File: config.mk
export PLATFORM = sky130hd
export DESIGN_NAME = byte_order_stage
export DESIGN_NICKNAME = d
export VERILOG_FILES = /design/src/rtl/byte_order_stage.sv
export SDC_FILE = /design/constraint.sdc
export NUM_CORES = 1
export LEC_CHECK = 0
export ABC_CLOCK_PERIOD_IN_PS = 2200
export CAP_MARGIN = 20
export CORE_MARGIN = 5
export CORE_UTILIZATION = 45
export DETAILED_ROUTE_END_ITERATION = 10
export PLACE_DENSITY = 0.69
export SLEW_MARGIN = 20
export SYNTH_ARGS = -nofsm -noshare
export SYNTH_HDL_FRONTEND = slang
export SYNTH_SLANG_ARGS = --single-unit
File: constraint.sdc
create_clock -name clk -period 2.2 [get_ports clk]
set_input_delay 0.66 -clock clk [delete_from_list [all_inputs] [get_ports clk]]
set_output_delay 0.66 -clock clk [all_outputs]
set_load 0.02 [all_outputs]
File: src/rtl/byte_order_stage.sv
// byte_order_stage: registered byte-lane permutation (pass/reverse/word-reverse/transpose) behind a 2-entry skid buffer
module byte_order_stage #(
   parameter int NB         = 128,
   parameter int BYTE       = 8,
   parameter int WORD_BYTES = 4,
   parameter int DIM        = 4
) (
   input  logic          clk,
   input  logic          rst_n,
   input  logic          clr,
   input  logic          in_valid,
   output logic          in_ready,
   input  logic [1:0]    in_mode,
   input  logic [NB-1:0] in_data,
   output logic          out_valid,
   input  logic          out_ready,
   output logic [NB-1:0] out_data,
   output logic          mode_err
);
   localparam int N  = NB / BYTE;
   localparam bit SQ = (N == DIM * DIM);
   logic [NB-1:0] rev, wrev, tr, perm;
   logic [NB-1:0] main_q, main_d, skid_q, skid_d;
   logic          main_v_q, main_v_d, skid_v_q, skid_v_d, err_q, err_d;
   logic          acc, dlv;
   for (genvar k = 0; k < N; k++) begin : g_lane
      assign rev[BYTE*k +: BYTE]  = in_data[BYTE*(N-1-k) +: BYTE];
      assign wrev[BYTE*k +: BYTE] = in_data[BYTE*((k/WORD_BYTES)*WORD_BYTES + WORD_BYTES-1-k%WORD_BYTES) +: BYTE];
      // Non-square geometry falls back to pass-through; mode_err flags it
      if (SQ) begin : g_tr
         assign tr[BYTE*k +: BYTE] = in_data[BYTE*((k%DIM)*DIM + k/DIM) +: BYTE];
      end else begin : g_pass
         assign tr[BYTE*k +: BYTE] = in_data[BYTE*k +: BYTE];
      end
   end
   assign perm = in_mode == 2'd0 ? in_data : in_mode == 2'd1 ? rev : in_mode == 2'd2 ? wrev : tr;
   assign acc  = in_valid && !skid_v_q;
   assign dlv  = main_v_q && out_ready;
   always_comb begin
      main_d   = main_q;
      main_v_d = main_v_q;
      skid_d   = skid_q;
      skid_v_d = skid_v_q;
      err_d    = err_q | (acc && !clr && in_mode == 2'd3 && !SQ);
      if (clr) begin
         main_v_d = 1'b0;
         skid_v_d = 1'b0;
      end else if (skid_v_q) begin
         if (dlv) begin
            main_d   = skid_q;
            skid_v_d = 1'b0;
         end
      end else if (acc && main_v_q && !dlv) begin
         skid_d   = perm;
         skid_v_d = 1'b1;
      end else if (acc) begin
         main_d   = perm;
         main_v_d = 1'b1;
      end else if (dlv) begin
         main_v_d = 1'b0;
      end
   end
   always_ff @(posedge clk or negedge rst_n) begin
      if (!rst_n) begin
         main_q   <= '0;
         skid_q   <= '0;
         main_v_q <= 1'b0;
         skid_v_q <= 1'b0;
         err_q    <= 1'b0;
      end else begin
         main_q   <= main_d;
         skid_q   <= skid_d;
         main_v_q <= main_v_d;
         skid_v_q <= skid_v_d;
         err_q    <= err_d;
      end
   end
   assign in_ready  = !skid_v_q;
   assign out_valid = main_v_q;
   assign out_data  = main_q;
   assign mode_err  = err_q;
endmodule

=== Word level (Yosys, flattened, before mapping) ===
Index checks and enable logic that the tools add are counted.

* Logic and storage cells: 40
* Register bits: 258
* Bits of input ports: 135
* Output and inout port bits: 131

* Equal/unequal tests: 6
* Bitwise logic cells: 2
* Muxes and demuxes: 16
* Reduce and logical (&&, ||, !) cells: 12

{| class="wikitable"
|+ Operator list
! operator !! number
|-
| $mux W128 || 7
|-
| $mux W1 || 9
|-
| $ne A2 B2 Y1 const B || 3
|-
| $reduce_and A3 Y1 || 2
|-
| $logic_and A1 B1 Y1 || 4
|-
| $reduce_and A4 Y1 || 1
|-
| $reduce_bool A3 Y1 || 1
|-
| $eq A2 B1 Y1 const B || 1
|-
| $eq A2 B2 Y1 const B || 1
|-
| $logic_not A1 Y1 || 2
|-
| $logic_not A2 Y1 || 1
|-
| $ne A2 B1 Y1 const B || 1
|-
| $not A1 Y1 || 2
|-
| $reduce_bool A2 Y1 || 1
|}

=== Longest topological paths before layout ===
Gate-level depths: netlist of run 1.

* Word-level depth: 7
* Gate-level depth with buffers: 7
* Gate-level depth less buffers: 3

=== Worst setup path before layout of run 1 ===
Ideal clock, no wire load.

* Path kind: input to register
* From: input port in_mode[1]
* To: register main_q[64], in the netlist out_data[64]
* Setup slack: -63 ps
* Data required time: 2075 ps
* Path buffers: 3
* Arrival time: 2138 ps
* Cell stages on the path: 6
* Path through: buf_4 buf_2 buf_2 mux4_2 mux2_2 mux2_2

* Cells in the longest elaborated chain, start to end: 7
* Elaborated cells between the ends (all ways): 9
* Those cells by class: eq/ne (2); mux (6); reduce/logical (1)

{| class="wikitable"
|+ RTL lines
! element !! line !! text
|-
| start, declared || 13 || <nowiki>input logic [1:0] in_mode,</nowiki>
|-
| $eq A2 B2 Y1 || 36 || <nowiki>assign perm = in_mode == 2'd0 ? in_data : in_mode == 2'd1 ? rev : in_mode == 2'd2 ? wrev : tr;</nowiki>
|-
| $mux W128 (2 in series) || 36 ||
|-
| $mux W128 * || 36 ||
|-
| $mux W128 * || 56 || <nowiki>end else if (acc) begin</nowiki>
|-
| $mux W128 * || 53 || <nowiki>end else if (acc && main_v_q && !dlv) begin</nowiki>
|-
| $mux W128 * || 48 || <nowiki>end else if (skid_v_q) begin</nowiki>
|-
| end signal, assigned || 71 || <nowiki>main_q <= main_d;</nowiki>
|-
| end, declared || 23 || <nowiki>logic [NB-1:0] main_q, main_d, skid_q, skid_d;</nowiki>
|}

Mark *: on every way between the ends. The rest lies on a longest branch, timed or not. The select of a mux whose other input is x is not followed.
A chain may end at the register's enable or synchronous reset.

=== Worst setup path in the final report of run 1 ===
* From: register main_q[19], in the netlist out_data[19]
* To: output port out_data[19]

{| class="wikitable"
|+ RTL lines
! element !! line !! text
|-
| end, declared || 17 || <nowiki>output logic [NB-1:0] out_data,</nowiki>
|}

No word-level cell between the ends.

==> results.ini, run 1 <==
[status]
status = complete, no violations

[clock_network]
htree_num_levels = 1
cts_tree = built
clockBufferDepth = 3
cts_inserted_buffers = 30
cts_root_buffer = clkbuf_16
clock_latency_ns = 0.55
cts_sinks = 258
clk_pin_slew_ns = 0.06
cts_hold_buf = 0

[job]
maxCapViolations = 0

[grt]
grt_pass1_vias = 11400
grt_max_degree = 65
grt_pass1_wl_um = 67400
track_usage = 0.222
grt_antenna_before_repair = 6
grt_overflow = 0

[logic_synthesis]
yosys.area.top_type = dfrtp_1
ys_top_cells_by_area = dfrtp_1 (43%), mux2_2 (17%), mux2i_1 (9.6%), mux4_2 (9.5%), mux2_1 (5.4%)
synthFlopType = dfrtp_1
syn_nets = 1317
synthCells = 1182
yosysWarnings = 0
syn_area_um2 = 15200
async_flop_share = 1.00
synth.distinct_cells = 28
synthTopCellsByCount = dfrtp_1 (258), mux2_2 (224), mux2i_1 (145)
synth_edf_count = 0
synth_seq_area_share = 0.426
synth_top_cell_area_share = 0.426
avgSynthCellArea_um2 = 12.8
ys_seq_elements = 258
yosysMostFrequentCell = dfrtp_1

[timing]
drv_slew = 0
fin_tns_setup_ns = 0
finalCriticalPeriod_ns = 2.16
fin_ws_ns = 0.0366
hold_viol = 0
finalSetupViolCount = 0
clock-skew-final_ns = 0.0170
hold_slack_ns = 0.0174
fmax_mhz = 462
rsz0062_at_grt = no
post-route-period-util = 0.983

[route]
avgRoutedWirePerCell_um = 21.8
ant_nets = 0
vias = 10800
drt-vias-per-instance = 5.61
first_pass_iters = 6
drc = 0
first_iter_violations = 499
routed_wl_um = 42100

[setup_path]
worst-path-buf-inv = 1
cp_slowest_cell = clkdlybuf4s50_1
cp_max_fo = 2
path_cells = clkdlybuf4s50_1
path_delay_family = buffers and inverters
cp_data_required_time_ns = 1.54
cp-end-kind = primary output
crit_arrival_ns = 1.50
critPathMaxStageDelay_ns = 0.62
crit_type = reg -> out
cp-start-kind = register

[floorplan]
dieArea_um2 = 37400
rows = 67
die_x_um = 193
start_util = 0.454
core-area_um2 = 33400
die_h_um = 193
io_pins = 266

[power]
ir_drop_v = 0.000579
cellPowerDensity_nw_per_um2 = 854
p_leak_uw = 0.00877

[cells_and_area]
post-route-util = 0.595
layout.cells.non_filler = 1931
nNetsFinal = 1594
syn_to_final_growth_pct = 30.9
fill_cells = 2759
drive_above_1_share = 0.302

[placement]
gp_congestion = 0.869
place_ws_ns = -0.320
portBuffers = 264
dpl.hpwl_um = 30800
placed_cells = 1875

[hold_path]
min_path_type = in -> async

[cells by family after synthesis]
kind of cell / Yosys count / share of synthesized area
compound gates: 108 / 0.0596
other cells: 1 / 0.000248
flops: 258 / 0.426
buf+inv: 192 / 0.0563
mux: 505 / 0.411
simple gates: 118 / 0.0467
[path summary, 6_finish.rpt]
path                                          start                         to  slack (ns)  depth (start not counted)
max                        out_data[19]$_DFFE_PN0P_               out_data[19]        0.04                          1
min                                           rst_n  out_data[122]$_DFFE_PN0P_        0.02                          1
max reg2reg                      skid_v_q$_DFF_PN0_   out_data[41]$_DFFE_PN0P_        0.20                          4
min reg2reg                 skid_q[104]$_DFFE_PN0P_    skid_q[104]$_DFFE_PN0P_        0.48                          1
max in group asynchronous                     rst_n     skid_q[38]$_DFFE_PN0P_        1.46                          2
min in group clk            skid_q[104]$_DFFE_PN0P_    skid_q[104]$_DFFE_PN0P_        0.48                          1
[metrics by stage]
| stage | area [µm²] | power [µW] |
|---|---|---|
| after global placement | 18900 | 12400 |
| after detailed placement | 18900 | 12500 |
| after CTS | 19800 | 17200 |
| after global routing | 19800 | 17900 |
| after floorplan | 15200 | 9810 |
| final | 19800 | 16900 |
[layout by cell type (no fill, tap or decap), types with 2 or more instances in the layout]
cell type / Yosys / layout
dfrtp_1: 258 / 257
mux2i_1: 145 / 144
inv_1: 81 / 81
clkbuf_16: 0 / 31
mux4_2: 64 / 64
nor2_1: 9 / 8
o31ai_1: 40 / 40
buf_12: 0 / 30
a21oi_1: 2 / 2
buf_8: 0 / 2
clkbuf_8: 0 / 11
or4_1: 33 / 33
clkinv_2: 0 / 5
clkdlybuf4s50_1: 0 / 137
nor3_1: 8 / 8
nor3b_1: 33 / 32
buf_2: 37 / 2
o41ai_2: 8 / 8
nand2_1: 32 / 32
o211ai_1: 32 / 32
clkbuf_1: 45 / 5
a221oi_1: 24 / 24
buf_4: 15 / 61
diode_2: 0 / 2
dlymetal6s2s_1: 0 / 25
dlygate4sd2_1: 0 / 97
mux2_1: 72 / 72
mux2_2: 224 / 224
[metal layers]
layer / wire length, µm / global-route usage / vias to the layer above
met2: 20400 / 0.369 / 294
met5: 47 / 0 / -
met3: 2680 / 0.0551 / 50
met1: 18100 / 0.294 / 5490
li1: - / - / 4990
met4: 914 / 0.0525 / 8
[power by group]
| group | internal (µW) | total (µW) | switching (µW) |
|---|---|---|---|
| Sequential | 6120 | 6880 | 768 |
| Combinational | 2570 | 5130 | 2560 |
| Clock | 2930 | 4920 | 1990 |
| Total | 11600 | 16900 | 5320 |
[state kept, by name, summed over array words and instances (netlist names)]
| name | flops |
|---|---|
| skid_q | 128 |
| out_valid | 1 |
| out_data | 128 |
| skid_v_q | 1 |
[cell type report]
| cell class | instances | area, µm² | area share |
|---|---|---|---|
| Timing Repair Buffer | 355 | 3640 | 0.184 |
| Clock inverter | 7 | 41.3 | 0.00208 |
| Clock buffer | 47 | 946 | 0.0477 |
| Inverter | 82 | 308 | 0.0155 |
| Tap cell | 448 | 561 | 0.0283 |
| Multi-Input combinational cell | 732 | 7870 | 0.397 |
| Sequential cell | 258 | 6460 | 0.326 |
| Antenna cell | 2 | 5.00 | 0.000252 |
[repair_timing]
item | CTS | global route
buffers inserted | 0 | 0
pin swaps | 0 | 0
endpoints found under the setup margin | 98 | 25
gates resized for setup | 102 | 25
Note: power is estimated with default switching activity, not from simulation.
==> inputs of run 2 (changes only) <==
Settings changed: ABC_CLOCK_PERIOD_IN_PS 2200 to 2300, REMOVE_ABC_BUFFERS from default to 1.
Clock period 2.2 ns to 2.3 ns, I/O delays scaled along.
==> results.ini, run 2 (synthesis gave the netlist of run 1 again) <==
[floorplan]
dieArea_um2 = 37400  ; unchanged
die_h_um = 193  ; unchanged
core-area_um2 = 33400  ; unchanged
io_pins = 266  ; unchanged
rows = 67  ; unchanged
start_util = 0.454  ; unchanged
die_x_um = 193  ; unchanged

[route]
drc = 0  ; unchanged
vias = 10900  ; +0.86%
ant_nets = 0  ; unchanged
routed_wl_um = 39300  ; -6.6%
first_iter_violations = 546  ; +9.4%
avgRoutedWirePerCell_um = 20.6  ; -5.2%
drt-vias-per-instance = 5.74  ; +2.3%
first_pass_iters = 5  ; -1

[cells_and_area]
layout_commonest_cell = dfrtp_1
final-seq-area_um2 = 6460  ; unchanged
post-route-util = 0.590  ; -0.00431
diodes = 0  ; -2
fill_cells = 2718  ; -1.5%
layout_common_cells = dfrtp_1 (257), clkdlybuf4s50_1 (237), mux2_2 (224), mux2i_1 (144), inv_1 (81)
nNetsFinal = 1579  ; -0.94%
layout.cells.non_filler = 1904  ; -1.4%
drive_above_1_share = 0.291  ; -0.0120
syn_to_final_growth_pct = 30.0
multi_input_area_um2 = 7870  ; unchanged

[setup_path]
timing.rr.start = skid_v_q$_DFF_PN0_
ff2ff_setup_slack_ns = 0.31  ; +0.11 ns
cp-end-kind = primary output
critPathMaxStageDelay_ns = 0.63  ; about the same
reg2reg_depth = 4  ; unchanged
cp_data_required_time_ns = 1.61  ; +0.07 ns
path_delay_family = buffers and inverters
crit_cells = 1  ; unchanged
crit_start = out_data[44]$_DFFE_PN0P_
path_cells = clkdlybuf4s50_1
worst-path-buf-inv = 1  ; unchanged
cp_slowest_cell = clkdlybuf4s50_1
r2r-end = out_data[41]$_DFFE_PN0P_
crit_type = reg -> out
crit_arrival_ns = 1.57  ; +0.07 ns
cp-start-kind = register
cp_max_fo = 2  ; unchanged

[clock_network]
htree_num_levels = 1  ; unchanged
ctsResizeCount = 10  ; -90%
cts_inserted_buffers = 30  ; unchanged
cts_hold_buf = 0  ; unchanged
clockBufferDepth = 3  ; unchanged
clock_latency_ns = 0.54  ; about the same
cts_root_buffer = clkbuf_16
cts_tree = built
cts_sinks = 258  ; unchanged
clk_pin_slew_ns = 0.06  ; about the same
postCtsSetupRepairBufs = 0  ; unchanged

[power]
combPwrFrac = 0.317  ; +0.014
cellPowerDensity_nw_per_um2 = 818  ; -4.2%
seq_power_share = 0.410  ; +0.003
p_int_uw = 11200  ; -3.5%
ir_drop_v = 0.000642  ; +11%
clock_power_share = 0.273  ; -0.018
swShare = 0.305  ; -0.00972
p_sw_uw = 4910  ; -7.8%
p_leak_uw = 0.00838  ; -4.4%

[placement]
gp_congestion = 0.817  ; -6.0%
portBuffers = 264  ; unchanged
placed_cells = 1860  ; -0.80%
dpl.hpwl_um = 27200  ; -12%

[grt]
grt_max_degree = 73  ; +12%
grt_overflow = 0  ; unchanged
grt_pass1_vias = 11600  ; +1.7%
grt_antenna_before_repair = 1  ; -5
grt_pass1_wl_um = 65100  ; -3.5%
track_usage = 0.207  ; -0.0142

[timing]
drv_slew = 0  ; unchanged
post-route-period-util = 0.982
fmax_mhz = 443
rsz0062_at_grt = no
max_slew_margin = 0.545
finalCriticalPeriod_ns = 2.26
hold_viol = 0  ; unchanged
worst_pin_slew_ns = 0.682
finalSetupViolCount = 0  ; unchanged
clock-skew-final_ns = 0.00801  ; -0.00900 ns

[job]
maxCapViolations = 0  ; unchanged

[status]
status = complete, no violations

[hold_path]
min_path_type = in -> async

==> run 2: cell types whose count changed in the layout (fill, tap and decap cells not counted), sizes merged <==
| cell | previous run | this run |
|---|---|---|
| clkdlybuf4s15 | 0 | 1 |
| dlymetal6s2s | 25 | 15 |
| clkdlybuf4s50 | 137 | 237 |
| diode | 2 | 0 |
| clkinvlp | 1 | 0 |
| dlygate4sd2 | 97 | 7 |
| clkbuf | 47 | 42 |
| clkinv | 6 | 3 |
| buf | 96 | 80 |
| inv | 82 | 81 |
==> run 2: how the worst max path moves through the flow <==
stage	to	slack, ns
after global routing	out_data[6]	0.0004
after CTS	out_data[120]	0.002
after global placement	out_data[110]$_DFFE_PN0P_	-0.18
after detailed placement	out_data[101]$_DFFE_PN0P_	-0.21
after floorplan	skid_q[100]$_DFFE_PN0P_	-12.00
final	out_data[44]	0.04
==> run 2: area by class of cell <==
type,instances,area share
inverter,82,0.0157
timing repair buffer,340,0.183
sequential,258,0.328
clock inverter,2,0.000699
tap,448,0.0285
multi-input combinational,732,0.400
clock buffer,42,0.0445
==> run 2: stage by stage <==
| stage | worst slack (ns) | power, µW | area [µm²] | hold slack, ns | TNS, ns |
|---|---|---|---|---|---|
| 6_report | 0.0403 | 16100 | 19700 | 0.0597 | 0 |
| 5_1_grt | 0.000352 | 17000 | 19700 | 0.0650 | 0 |
| 4_1_cts | 0.00235 | 16300 | 19700 | 0.0495 | 0 |
| 3_5_place_dp | -0.212 | 11900 | 18800 | 0.472 | -34.87 |
| 3_3_place_gp | -0.177 | 11700 | 18800 | 0.463 | -28.26 |
| 2_1_floorplan | -12.00 | 9260 | 14600 | 0.394 | -2125.55 |
==> run 2: metal layers <==
layer,part of all wire,track usage,wire length (µm)
met5,0.00018,0,7
met4,0.017,0.0372,682
met3,0.068,0.0537,2660
met2,0.47,0.334,18600
met1,0.44,0.289,17300
==> run 2: worst register-to-register path, delay by kind of cell, from the launching register on <==
kind | cells | cell delay [ns]
AOI/OAI and AO/OA | 1 | 0.21
buffers and inverters | 2 | 0.50
and+or+nand+nor | 1 | 0.66
DFF | 1 | 0.52
==> run 2: power groups by stage <==
stage	sequential, µW	combinational, µW	clock (µW)
floorplan	7220	2040	0
global placement	6630	5070	0
detailed placement	6680	5190	0
CTS	6610	5200	4520
global route	6760	5530	4730
finish	6600	5110	4390
==> variant, RTL diff (flow settings as in run 2) <==
Change the parameter `NB` from 128 to 192.
--- a/src/rtl/byte_order_stage.sv
+++ b/src/rtl/byte_order_stage.sv
@@ -1,6 +1,6 @@
 // byte_order_stage: registered byte-lane permutation (pass/reverse/word-reverse/transpose) behind a 2-entry skid buffer
 module byte_order_stage #(
-   parameter int NB         = 128,
+   parameter int NB         = 192,
    parameter int BYTE       = 8,
    parameter int WORD_BYTES = 4,
    parameter int DIM        = 4
Interface: changed (resized in_data and out_data); port bits go from 266 to 394. The function was not compared with the original's and may differ.
==> variant against run 2 <==
Clock skew grew 0.0023 ns; area after synthesis grew 63%; setup slack lost 0.018 ns; total power grew 52%; non-clock buffer count grew 219; cell area grew 60%; wire length grew 79%; sequential cell count grew 129; core utilization shrank 0.55 points; sequential share of layout area shrank 2.1 points; critical path type unchanged.
==> variant: results (changes against run 2) <==
- Status: finished, final reports clean
- Iter 0 DRT Violations: 1,441 (+160%)
- Leakage: 13.7 nW (+64%)
- Layout cell share with drive strength beyond 1: 15.8% (-13 points)
- Sequential area share after synthesis: 39.3% (-3.3 points)
- Vias in the first global route: 20,547 (+77%)
- Placed inst area: 0.0302 sq mm (+61%)
- Dpl ws: -0.287 ns (-0.0749 ns)
- Via Count: 20,279 (+86%)
- CP startpoint: out_data[171]
- Cells after Synth: 2,385 (+100%)
- Largest net degree at the start of global routing: 155 (+110%)
- H-tree lvl count: 2 (+1)
- Maximum vdd ir drop: 489 uV (-24%)
- Min-Delay Path Class: input pin to async pin
- Asr flop ratio synth: 100% (unchanged)
- Critical path's top delay family: buffers and inverters
- Setup Skew: 0.0103 ns (+0.00227 ns)
- Sw Share: 33.0% (+2.6 points)
- Placed insts: 3,383 (+82%)
- Global-route wire length before repair: 113,000 microns (+74%)
- Fmax achieved: 439 MHz (-0.81%)
- Worst reg2reg path depth: 4 (unchanged)
- Total congestion overflow: 0 (unchanged)
- Reg2reg end: out_data[8]
- Vias per inst: 5.87 (+2.2%)
- Final #Nets: 2,930 (+86%)
- Gpl congestion: 0.807 (-1.1%)
- 1st-pass router iterations: 5 (unchanged)
- Post-synth top cells: mux2i_1 (577), dfrtp_1 (387), inv_1 (194), or4_1 (193)
- Syn. warnings: 0 (unchanged)
- Final WL: 70,500 microns (+79%)
- Critical Path Sink: out_data[171]
- PortBufs: 393 (+49%)
- Final hold slack: 0.0849 ns (+0.0251 ns)
- Total CTS buffers: 42 (+40%)
- Worst-path fanout max: 2 (unchanged)
- Biggest cell delay along the critical path: 0.63 ns (about the same)
- R2R setup slack: 0.23 ns (-0.08 ns)
- Antenna violations before repair: 1 (unchanged)
- Yosys cell types: 20 (-29%)
- Clk slew on worst S/H paths: 0.06 ns (about the same)
- Placed wire-length estimate: 49,700 microns (+83%)
- GR Util All Layers: 22.7% (+2.0 points)
- Postcts setup bufs: 0 (unchanged)
- Clk buf depth: 3 (unchanged)
- Slowest cell on the critical path: clkdlybuf4s50_1
- Clock latency on the worst-skew pair: 0.56 ns (+0.02 ns)
- Arrival @ worst endpoint: 1.59 ns (+0.02 ns)
- Synth area leaders: dfrtp_1 (39%), mux2i_1 (23%), mux2_2 (8.8%)
- R2r startpoint: skid_v_q
- Slew HR: 44.0% (-11 points)
- Root buf cell: clkbuf_16
- Main flop type after synthesis: dfrtp_1
[variant: changes by cell type after synthesis, sizes merged, moves of 32 or more]
cell / change
clkbuf: +112
nand2: +160
o31ai: +152
mux4: -64
dfrtp: +129
o211ai: +160
mux2: -104
nor3b: -32
or4: +160
inv: +112
mux2i: +432
buf: +35
[variant: metal layers]
| layer | GRT usage (%) | routed length, microns | up-vias |
|---|---|---|---|
| met5 | 0 | 0 | - |
| met3 | 3.33 | 3700 | 98 |
| met1 | 31.7 | 31300 | 10056 |
| li1 | - | - | 9525 |
| met2 | 37.3 | 33800 | 600 |
| met4 | 6.24 | 1690 | 0 |
[variant: final cells by class]
type                    count  area [sq um]
inverters                 194           728
diodes                      1          2.50
fillers                  4503         22400
well taps                 696           871
repair buffers            559          5810
clock inverters            12           138
clock buffers              61          1280
flip-flops and latches    387          9690
multi-input cells        1547         13100
[variant: cell families (layout without fill, tap and decap cells)]
group | count (synthesis) | count (layout) | synth area share (%)
AOI/OAI and AO/OA | 389 | 389 | 11.8
buffers and inverters | 451 | 826 | 7.80
other | 0 | 1 | 0
muxes | 769 | 769 | 32.2
and+or+nand+nor | 389 | 389 | 8.90
DFF | 387 | 387 | 39.3
[variant: timing repair]
action / 4_1_cts / 5_1_grt
endpoints found under the setup margin: 58 / 24
resized for setup: 60 / 24
hold buffers: 0 / 0
[variant: power groups by stage]
stage,logic [mW],registers [mW],clock network (mW)
2_1_floorplan,3.09,10.7,0
3_3_place_gp,7.48,10.1,0
3_5_place_dp,7.76,10.1,0
4_1_cts,7.63,10.0,7.07
5_1_grt,8.20,10.2,7.33
6_report,7.53,10.0,6.96
